**config.mk**
```make
export PLATFORM = sky130hd
export DESIGN_NAME = daq_multi_capture_flat
export DESIGN_NICKNAME = d
export VERILOG_FILES = /design/src/rtl/daq_multi_capture_if.sv /design/src/rtl/daq_multi_capture.sv /design/src/flat_wrapper.sv
export SDC_FILE = /design/constraint.sdc
export NUM_CORES = 1
export LEC_CHECK = 0
export CAP_MARGIN = 20
export CORE_AREA = 4 4 215 217
export CTS_CLUSTER_DIAMETER = 120
export CTS_CLUSTER_SIZE = 24
export DETAILED_ROUTE_END_ITERATION = 7
export DIE_AREA = 0 0 219 221
export PLACE_DENSITY_LB_ADDON = 0.2
export SYNTH_ARGS = -nofsm -noshare
export SYNTH_HDL_FRONTEND = slang
export SYNTH_SLANG_ARGS = --single-unit
```
**constraint.sdc**
```tcl
create_clock -name wb_clk -period 6.4 [get_ports wb_clk]
set_clock_uncertainty 0.05 [all_clocks]
set_input_delay 1.28 -clock wb_clk [delete_from_list [all_inputs] [get_ports wb_clk]]
set_output_delay 1.28 -clock wb_clk [all_outputs]
set_load 0.005 [all_outputs]
```
**src/rtl/daq_multi_capture_if.sv**
```systemverilog
// Wishbone classic bus bundle shared by the capture engine's master and slave ports.
// Master drives request/data and the slave returns read data and ack/err/rty.
interface daq_multi_capture_if #(
    parameter int AW = 32,
    parameter int DW = 32
);
    logic [AW-1:0] adr;
    logic [DW-1:0] dat_m;
    logic [DW-1:0] dat_s;
    logic [3:0]    sel;
    logic          we;
    logic          cyc;
    logic          stb;
    logic [2:0]    cti;
    logic [1:0]    bte;
    logic          ack;
    logic          err;
    logic          rty;

    modport master (
        output adr, dat_m, sel, we, cyc, stb, cti, bte,
        input  dat_s, ack, err, rty
    );

    modport slave (
        input  adr, dat_m, sel, we, cyc, stb, cti, bte,
        output dat_s, ack, err, rty
    );
endinterface

```
**src/rtl/daq_multi_capture.sv**
```systemverilog
// Multi-channel sample capture into a circular buffer via Wishbone; strobe to stb >= 3 cycles.
// Full FIFO stalls the arbiter; held samples overwrite (counted) until granted.
module daq_multi_capture #(
    parameter int DW       = 32,
    parameter int AW       = 32,
    parameter int CHANNELS = 4,
    parameter int SW       = 16,
    parameter int DEPTH    = 16
) (
    input  logic                   wb_clk,
    input  logic                   wb_rst_n,
    input  logic [CHANNELS-1:0]    ch_valid,
    input  logic [CHANNELS*SW-1:0] ch_data,
    daq_multi_capture_if.master    wb_m,
    daq_multi_capture_if.slave     wb_s,
    output logic                   irq
);
    localparam int PW  = (CHANNELS > 1) ? $clog2(CHANNELS) : 1;
    localparam int FAW = $clog2(DEPTH);

    typedef enum logic {ST_IDLE, ST_REQ} state_t;

    state_t r_state, w_next;

    logic                r_enable, r_irq_en;
    logic [CHANNELS-1:0] r_mask;
    logic [AW-1:0]       r_base;
    logic [15:0]         r_len, r_idx;
    logic [7:0]          r_ovf;
    logic                r_bus_err, r_wrapped;
    logic                r_s_ack;
    logic [DW-1:0]       r_s_dat;

    logic [CHANNELS-1:0] r_pend;
    logic [SW-1:0]       r_hold [CHANNELS];
    logic [PW-1:0]       r_ptr;

    logic [31:0]         r_mem [DEPTH];
    logic [FAW:0]        r_wp, r_rp;

    logic                w_s_req, w_s_wr;
    logic                w_wr_ctrl, w_wr_base, w_wr_len, w_wr_stat;
    logic [DW-1:0]       w_rd;
    logic [CHANNELS-1:0] w_acc, w_req;
    logic                w_gnt_vld;
    logic [PW-1:0]       w_gidx, w_c;
    logic [3:0]          w_ovf_inc;
    logic [8:0]          w_ovf_sum;
    logic [31:0]         w_word, w_head;
    logic                w_full, w_empty, w_push, w_pop;
    logic                w_adv, w_set_err, w_wrap, w_in_req;
    logic                w_unused;

    // ---------------- register slave ----------------
    assign w_s_req   = wb_s.cyc & wb_s.stb & ~r_s_ack;
    assign w_s_wr    = w_s_req & wb_s.we;
    assign w_wr_ctrl = w_s_wr & (wb_s.adr[3:2] == 2'd0);
    assign w_wr_base = w_s_wr & (wb_s.adr[3:2] == 2'd1);
    assign w_wr_len  = w_s_wr & (wb_s.adr[3:2] == 2'd2);
    assign w_wr_stat = w_s_wr & (wb_s.adr[3:2] == 2'd3);

    always_comb begin
        w_rd = '0;
        case (wb_s.adr[3:2])
            2'd0:    w_rd = DW'({r_mask, 6'b0, r_irq_en, r_enable});
            2'd1:    w_rd = DW'(r_base);
            2'd2:    w_rd = DW'(r_len);
            default: w_rd = DW'({r_wrapped, r_bus_err, 6'b0, r_ovf, r_idx});
        endcase
    end

    assign wb_s.ack   = r_s_ack;
    assign wb_s.dat_s = r_s_dat;
    assign wb_s.err   = 1'b0;
    assign wb_s.rty   = 1'b0;
    assign irq        = r_wrapped & r_irq_en;

    // ---------------- capture and arbitration ----------------
    assign w_acc = ch_valid & r_mask & {CHANNELS{r_enable && (r_len != 16'd0)}};
    assign w_req = r_pend & {CHANNELS{r_enable}};

    always_comb begin
        w_gnt_vld = 1'b0;
        w_gidx    = '0;
        w_c       = '0;
        for (int i = 0; i < CHANNELS; i++) begin
            w_c = PW'((int'(r_ptr) + i) % CHANNELS);
            if (!w_full && !w_gnt_vld && w_req[w_c]) begin
                w_gnt_vld = 1'b1;
                w_gidx    = w_c;
            end
        end
    end

    // A grant in the same cycle as a new strobe is a reload, not a loss.
    always_comb begin
        w_ovf_inc = '0;
        for (int c = 0; c < CHANNELS; c++) begin
            if (w_acc[c] && r_pend[c] && !(w_gnt_vld && (w_gidx == PW'(c))))
                w_ovf_inc = w_ovf_inc + 4'd1;
        end
    end

    assign w_ovf_sum = {1'b0, (w_wr_stat ? 8'h00 : r_ovf)} + {5'b0, w_ovf_inc};

    always_comb begin
        w_word            = '0;
        w_word[SW-1:0]    = r_hold[w_gidx];
        w_word[31:24]     = 8'(w_gidx);
    end

    always_ff @(posedge wb_clk or negedge wb_rst_n) begin
        if (!wb_rst_n) begin
            r_pend <= '0;
            r_ptr  <= '0;
            for (int c = 0; c < CHANNELS; c++) r_hold[c] <= '0;
        end else begin
            for (int c = 0; c < CHANNELS; c++) begin
                if (!r_enable) begin
                    r_pend[c] <= 1'b0;
                end else if (w_acc[c]) begin
                    r_pend[c] <= 1'b1;
                    r_hold[c] <= ch_data[c*SW +: SW];
                end else if (w_gnt_vld && (w_gidx == PW'(c))) begin
                    r_pend[c] <= 1'b0;
                end
            end
            if (w_gnt_vld)
                r_ptr <= (w_gidx == PW'(CHANNELS - 1)) ? '0 : w_gidx + 1'b1;
        end
    end

    // ---------------- sample FIFO ----------------
    assign w_push  = w_gnt_vld;
    assign w_empty = (r_wp == r_rp);
    assign w_full  = (r_wp[FAW] != r_rp[FAW]) && (r_wp[FAW-1:0] == r_rp[FAW-1:0]);
    assign w_head  = r_mem[r_rp[FAW-1:0]];

    always_ff @(posedge wb_clk) begin
        if (w_push) r_mem[r_wp[FAW-1:0]] <= w_word;
    end

    always_ff @(posedge wb_clk or negedge wb_rst_n) begin
        if (!wb_rst_n) begin
            r_wp <= '0;
            r_rp <= '0;
        end else begin
            if (w_push) r_wp <= r_wp + 1'b1;
            if (w_pop)  r_rp <= r_rp + 1'b1;
        end
    end

    // ---------------- bus master FSM ----------------
    always_ff @(posedge wb_clk or negedge wb_rst_n) begin
        if (!wb_rst_n) r_state <= ST_IDLE;
        else           r_state <= w_next;
    end

    always_comb begin
        w_next    = r_state;
        w_pop     = 1'b0;
        w_adv     = 1'b0;
        w_set_err = 1'b0;
        case (r_state)
            ST_IDLE: if (!w_empty) w_next = ST_REQ;
            default: begin
                if (wb_m.ack) begin
                    w_pop  = 1'b1;
                    w_adv  = 1'b1;
                    w_next = ST_IDLE;
                end else if (wb_m.err) begin
                    w_pop     = 1'b1;
                    w_set_err = 1'b1;
                    w_next    = ST_IDLE;
                end else if (wb_m.rty) begin
                    w_next = ST_IDLE;
                end
            end
        endcase
    end

    assign w_in_req   = (r_state == ST_REQ);
    assign w_wrap     = ({1'b0, r_idx} + 17'd1) == {1'b0, r_len};
    assign wb_m.cyc   = w_in_req;
    assign wb_m.stb   = w_in_req;
    assign wb_m.we    = w_in_req;
    assign wb_m.sel   = w_in_req ? 4'hF : 4'h0;
    assign wb_m.cti   = 3'b000;
    assign wb_m.bte   = 2'b00;
    assign wb_m.adr   = w_in_req ? r_base + {{(AW-18){1'b0}}, r_idx, 2'b00} : '0;
    assign wb_m.dat_m = w_in_req ? DW'(w_head) : '0;

    // ---------------- configuration and status ----------------
    always_ff @(posedge wb_clk or negedge wb_rst_n) begin
        if (!wb_rst_n) begin
            r_s_ack   <= 1'b0;
            r_s_dat   <= '0;
            r_enable  <= 1'b0;
            r_irq_en  <= 1'b0;
            r_mask    <= '0;
            r_base    <= '0;
            r_len     <= '0;
            r_idx     <= '0;
            r_ovf     <= '0;
            r_bus_err <= 1'b0;
            r_wrapped <= 1'b0;
        end else begin
            r_s_ack <= w_s_req;
            if (w_s_req) r_s_dat <= w_rd;
            if (w_wr_ctrl) begin
                r_enable <= wb_s.dat_m[0];
                r_irq_en <= wb_s.dat_m[1];
                r_mask   <= wb_s.dat_m[8 +: CHANNELS];
            end
            if (w_wr_base) r_base <= {wb_s.dat_m[AW-1:2], 2'b00};
            if (w_wr_len)  r_len  <= wb_s.dat_m[15:0];
            // Software repositioning the buffer wins over a concurrent ack.
            if (w_wr_base || w_wr_len) r_idx <= '0;
            else if (w_adv)            r_idx <= w_wrap ? 16'd0 : r_idx + 16'd1;
            r_ovf <= w_ovf_sum[8] ? 8'hFF : w_ovf_sum[7:0];
            if (w_set_err)      r_bus_err <= 1'b1;
            else if (w_wr_stat) r_bus_err <= 1'b0;
            if (w_adv && w_wrap) r_wrapped <= 1'b1;
            else if (w_wr_stat)  r_wrapped <= 1'b0;
        end
    end

    assign w_unused = ^{wb_s.adr[AW-1:4], wb_s.adr[1:0], wb_s.sel, wb_s.cti, wb_s.bte,
                        wb_m.dat_s};
endmodule

```
**src/flat_wrapper.sv**
```systemverilog
// flat-port wrapper written by rule: the top's interface ports become plain ports
module daq_multi_capture_flat 
#(
    parameter int DW       = 32,
    parameter int AW       = 32,
    parameter int CHANNELS = 4,
    parameter int SW       = 16,
    parameter int DEPTH    = 16
)
  (wb_clk, wb_rst_n, ch_valid, ch_data, irq, wb_m_adr, wb_m_dat_m, wb_m_sel, wb_m_we, wb_m_cyc, wb_m_stb, wb_m_cti, wb_m_bte, wb_m_dat_s, wb_m_ack, wb_m_err, wb_m_rty, wb_s_adr, wb_s_dat_m, wb_s_sel, wb_s_we, wb_s_cyc, wb_s_stb, wb_s_cti, wb_s_bte, wb_s_dat_s, wb_s_ack, wb_s_err, wb_s_rty);
  daq_multi_capture_if #(.AW(AW), .DW(DW)) wb_m_i ();
  daq_multi_capture_if #(.AW(AW), .DW(DW)) wb_s_i ();
  input  logic wb_clk;
  input  logic wb_rst_n;
  input  logic [CHANNELS-1:0] ch_valid;
  input  logic [CHANNELS*SW-1:0] ch_data;
  output logic irq;
  output wire logic [$bits(wb_m_i.adr)-1:0] wb_m_adr;
  output wire logic [$bits(wb_m_i.dat_m)-1:0] wb_m_dat_m;
  output wire logic [$bits(wb_m_i.sel)-1:0] wb_m_sel;
  output wire logic [$bits(wb_m_i.we)-1:0] wb_m_we;
  output wire logic [$bits(wb_m_i.cyc)-1:0] wb_m_cyc;
  output wire logic [$bits(wb_m_i.stb)-1:0] wb_m_stb;
  output wire logic [$bits(wb_m_i.cti)-1:0] wb_m_cti;
  output wire logic [$bits(wb_m_i.bte)-1:0] wb_m_bte;
  input wire logic [$bits(wb_m_i.dat_s)-1:0] wb_m_dat_s;
  input wire logic [$bits(wb_m_i.ack)-1:0] wb_m_ack;
  input wire logic [$bits(wb_m_i.err)-1:0] wb_m_err;
  input wire logic [$bits(wb_m_i.rty)-1:0] wb_m_rty;
  input wire logic [$bits(wb_s_i.adr)-1:0] wb_s_adr;
  input wire logic [$bits(wb_s_i.dat_m)-1:0] wb_s_dat_m;
  input wire logic [$bits(wb_s_i.sel)-1:0] wb_s_sel;
  input wire logic [$bits(wb_s_i.we)-1:0] wb_s_we;
  input wire logic [$bits(wb_s_i.cyc)-1:0] wb_s_cyc;
  input wire logic [$bits(wb_s_i.stb)-1:0] wb_s_stb;
  input wire logic [$bits(wb_s_i.cti)-1:0] wb_s_cti;
  input wire logic [$bits(wb_s_i.bte)-1:0] wb_s_bte;
  output wire logic [$bits(wb_s_i.dat_s)-1:0] wb_s_dat_s;
  output wire logic [$bits(wb_s_i.ack)-1:0] wb_s_ack;
  output wire logic [$bits(wb_s_i.err)-1:0] wb_s_err;
  output wire logic [$bits(wb_s_i.rty)-1:0] wb_s_rty;
  assign wb_m_adr = wb_m_i.adr;
  assign wb_m_dat_m = wb_m_i.dat_m;
  assign wb_m_sel = wb_m_i.sel;
  assign wb_m_we = wb_m_i.we;
  assign wb_m_cyc = wb_m_i.cyc;
  assign wb_m_stb = wb_m_i.stb;
  assign wb_m_cti = wb_m_i.cti;
  assign wb_m_bte = wb_m_i.bte;
  assign wb_m_i.dat_s = wb_m_dat_s;
  assign wb_m_i.ack = wb_m_ack;
  assign wb_m_i.err = wb_m_err;
  assign wb_m_i.rty = wb_m_rty;
  assign wb_s_i.adr = wb_s_adr;
  assign wb_s_i.dat_m = wb_s_dat_m;
  assign wb_s_i.sel = wb_s_sel;
  assign wb_s_i.we = wb_s_we;
  assign wb_s_i.cyc = wb_s_cyc;
  assign wb_s_i.stb = wb_s_stb;
  assign wb_s_i.cti = wb_s_cti;
  assign wb_s_i.bte = wb_s_bte;
  assign wb_s_dat_s = wb_s_i.dat_s;
  assign wb_s_ack = wb_s_i.ack;
  assign wb_s_err = wb_s_i.err;
  assign wb_s_rty = wb_s_i.rty;
  daq_multi_capture #(.DW(DW), .AW(AW), .CHANNELS(CHANNELS), .SW(SW), .DEPTH(DEPTH)) u_core (.wb_clk(wb_clk), .wb_rst_n(wb_rst_n), .ch_valid(ch_valid), .ch_data(ch_data), .wb_m(wb_m_i), .wb_s(wb_s_i), .irq(irq));
endmodule
```
==> results.py <==
metrics = {
    "floorplanning": {
        "core_area_um2": 44100,
        "dieArea_um2": 48400,
        "rows": 77,
        "start_util": 0.496,
        "io_pins": 293,
        "die_w_um": 219,
        "chipHeight_um": 221,
    },
    "yosys": {
        "synthAdderAreaFrac": 0.0178,
        "synth_cell_types": 64,
        "yosysSeqAreaShare": 0.615,
        "synth-xor-area-share": 0.0232,
        "syn_inst": 1473,
        "synth_area_um2": 21900,
        "async_flop_share": 0.400,
        "synth_top_family_by_area": "multiplexers",
        "synth_top_cells_by_area": "edfxtp_1, dfrtp_1, mux4_2, mux2_2, ha_1",
        "synthFlopType": "edfxtp_1",
        "synth_edf_count": 288,
        "synth.avg_cell_area_um2": 14.9,
        "yosysTopAreaCell": "edfxtp_1",
        "synth_seq_cells": 480,
        "synth.area.mux_share": 0.179,
        "synth_compound_area_frac": 0.0575,
        "synth_simple_gate_area_frac": 0.0799,
        "ys_warn_count": 0,
        "yosysTopAreaCellShare": 0.395,
    },
    "setup_path": {
        "crit_type": "reg -> out",
        "crit_path_end_kind": "output port",
        "crit_fanout": 8,
        "cp_data_arrival_time_ps": 4290,
        "start_kind": "flop",
        "worstPathRequired_ps": 5070,
    },
    "global_route": {
        "overflow": 0,
        "antenna_found_initial": 2,
        "grt_usage": 0.214,
        "grt_pass1_vias": 13500,
        "grt_pass1_wl_mm": 81.0,
        "grt_max_degree": 76,
    },
    "drt": {
        "route.detailed.drc": 0,
        "ant_nets": 0,
        "wl_met1_mm": 22.9,
        "wl_met3_mm": 3.00,
        "dr.pass1.iters": 8,
        "dr_total_vias": 13100,
        "routed_via_density": 5.80,
        "drt_iter0_drc": 1037,
        "routedWlPerCell_um": 23.0,
        "route.top_layer_used": "met4",
        "wl_met2_mm": 25.4,
        "wl_mm": 52.2,
    },
    "cells_and_area": {
        "fin_area_um2": 25300,
        "drive_above_1_share": 0.194,
        "register_area_um2": 13500,
        "fillers": 3565,
        "multi_input_area_um2": 7960,
        "area_growth_pct": 15.6,
        "fin_nets": 1871,
    },
    "clocking": {
        "numCtsBuffers": 23,
        "ctsResizeCount": 0,
        "ctsLongestPathBuffers": 3,
        "numClockSinks": 480,
        "ctsHoldBuffers": 0,
        "cts_root_buf": "clkbuf_16",
        "clk-insertion-delay-late_ps": 570,
        "postCtsSetupBuffers": 0,
        "path_clk_slew_ps": 110,
        "cts_tree": "done",
        "htreeDepth": 1,
    },
    "sta": {
        "slew_headroom": 0.302,
        "hold_viol_final": 0,
        "tns_ps": 0,
        "hold_ws_ps": 435,
        "setup_viol": 0,
        "tightestPinTransition_ps": 1050,
        "fmax_ghz": 0.178,
        "rsz0062_at_grt": "false",
        "drv_slew": 0,
        "min_period_ps": 5620,
        "period_share": 0.878,
    },
    "power": {
        "power_mw": 10.9,
        "p_per_area_nw_per_um2": 429,
        "ir_worst_vdd_mv": 0.230,
        "p_leak_nw": 9.44,
    },
    "run_status": {
        "outcome": "finished clean",
    },
    "placement": {
        "gp_congestion": 0.900,
        "place_area_um2": 24600,
        "dp_hpwl_mm": 34.0,
        "port_buffers": 198,
    },
    "min_path": {
        "min_path_type": "reg -> reg",
    },
    "flow_run": {
        "cap_viol_max_count": 0,
    },
}
## logic make-up after synthesis
group | after synthesis
xor gates and xnor gates | 58
adders and majority gates | 30
muxes | 256
other | 1
DFF | 480
and+or+nand+nor | 337
AOI/OAI and AO/OA | 178
buffers and inverters | 133
## per-stage QoR
stage | instances | setup slack (ps) | util
after detailed placement | 2220 | 1330 | 0.557
after global routing | 2269 | 490 | 0.574
final | 2269 | 780 | 0.574
after global placement | 2216 | 1380 | 0.556
after CTS | 2260 | 844 | 0.572
after floorplan | 1496 | 2170 | -
## cell type report
type                            instances  share of cell area
Timing Repair Buffer                  253              0.0958
Sequential cell                       480               0.532
Clock inverter                          1            0.000791
Multi-Input combinational cell        883               0.314
Antenna cell                            2            0.000198
Tap cell                              592              0.0293
Clock buffer                           39              0.0251
Inverter                               19             0.00282
## synth_stat cells (11+ instances only)
library cell,n
dfrtp_1,192
a211oi_1,17
and3_1,28
edfxtp_1,288
nand2_1,69
xnor2_1,31
a221oi_1,12
buf_1,19
xor2_1,27
mux2i_1,32
nand4_1,13
a22o_1,11
o31ai_1,11
nor2b_1,18
clkbuf_1,63
nand3_1,34
mux2_2,129
and2_1,45
ha_1,28
nand2b_1,11
a21oi_1,38
buf_4,30
nor2_1,73
inv_1,17
o21ai_0,20
a21o_1,13
mux4_2,95
## path summary, 6_finish.rpt
path                                                    from                                end  slack, ps  cells after the start
setup reg to reg                  u_core.r_rp[0]$_DFFE_PN0P_          u_core.r_ovf[5]$_DFF_PN0_       1400                     16
min in group asynchronous                           wb_rst_n      u_core.r_base[27]$_DFFE_PN0P_        610                      1
max in group asynchronous                           wb_rst_n  u_core.wb_s.dat_s[15]$_DFFE_PN0P_       4340                      2
setup / recovery                 u_core.r_idx[0]$_DFFE_PN0P_                       wb_m_adr[22]        780                     11
hold / removal             u_core.wb_s.dat_s[28]$_DFFE_PN0P_  u_core.wb_s.dat_s[28]$_DFFE_PN0P_        430                      2
hold reg to reg            u_core.wb_s.dat_s[28]$_DFFE_PN0P_  u_core.wb_s.dat_s[28]$_DFFE_PN0P_        430                      2
## power breakdown
| part | internal (mW) | switching [mW] |
|---|---|---|
| Combinational | 2.10 | 2.19 |
| Sequential | 4.45 | 0.486 |
| Clock | 0.691 | 0.949 |
## sequential cells by signal (all words and copies together), names as in the netlist, 2 cells and up
name / flops
u_core.r_mem: 288
u_core.r_hold: 64
u_core.wb_s.dat_s: 32
u_core.r_base: 30
u_core.r_idx: 16
u_core.r_len: 16
u_core.r_ovf: 8
u_core.r_rp: 5
u_core.r_wp: 5
u_core.r_mask: 4
u_core.r_pend: 4
u_core.r_ptr: 2
## per-layer routing
metal | vias up | global-route usage
met5 | - | 0
met4 | 0 | 0.0381
met3 | 53 | 0.0302
met2 | 395 | 0.346
met1 | 6779 | 0.317
li1 | 5922 | -
## layout by cell type, fill, tap and decap left out, types with 7 or more instances in the layout
cell type,n
conb_1,24
a22oi_1,8
nor2_1,73
ha_1,28
nand4_1,13
mux2i_1,32
a21oi_1,38
and4_1,7
o31ai_1,11
o21ai_0,20
nor4_1,7
and2_1,45
nand2_1,69
a21o_1,13
mux4_2,95
a211oi_1,17
and3_1,28
nand2b_1,11
nor2b_1,18
clkdlybuf4s50_1,197
xnor2_1,31
clkbuf_1,16
dfrtp_1,190
o211ai_1,9
a22o_1,11
buf_4,53
clkbuf_16,23
xor2_1,27
mux2_2,129
inv_1,17
edfxtp_1,288
nand3_1,34
a221oi_1,12
## worst max-delay path: stages, from the launching register on
cell,delay (ps)
dfrtp_1,500
ha_1,280
fa_1,400
a21oi_1,210
o211ai_1,200
o41ai_1,680
o21a_1,330
o31ai_1,240
nand3_1,160
xor2_1,70
nor2_1,100
clkdlybuf4s50_1,540
(Power assumes the default switching activity.)
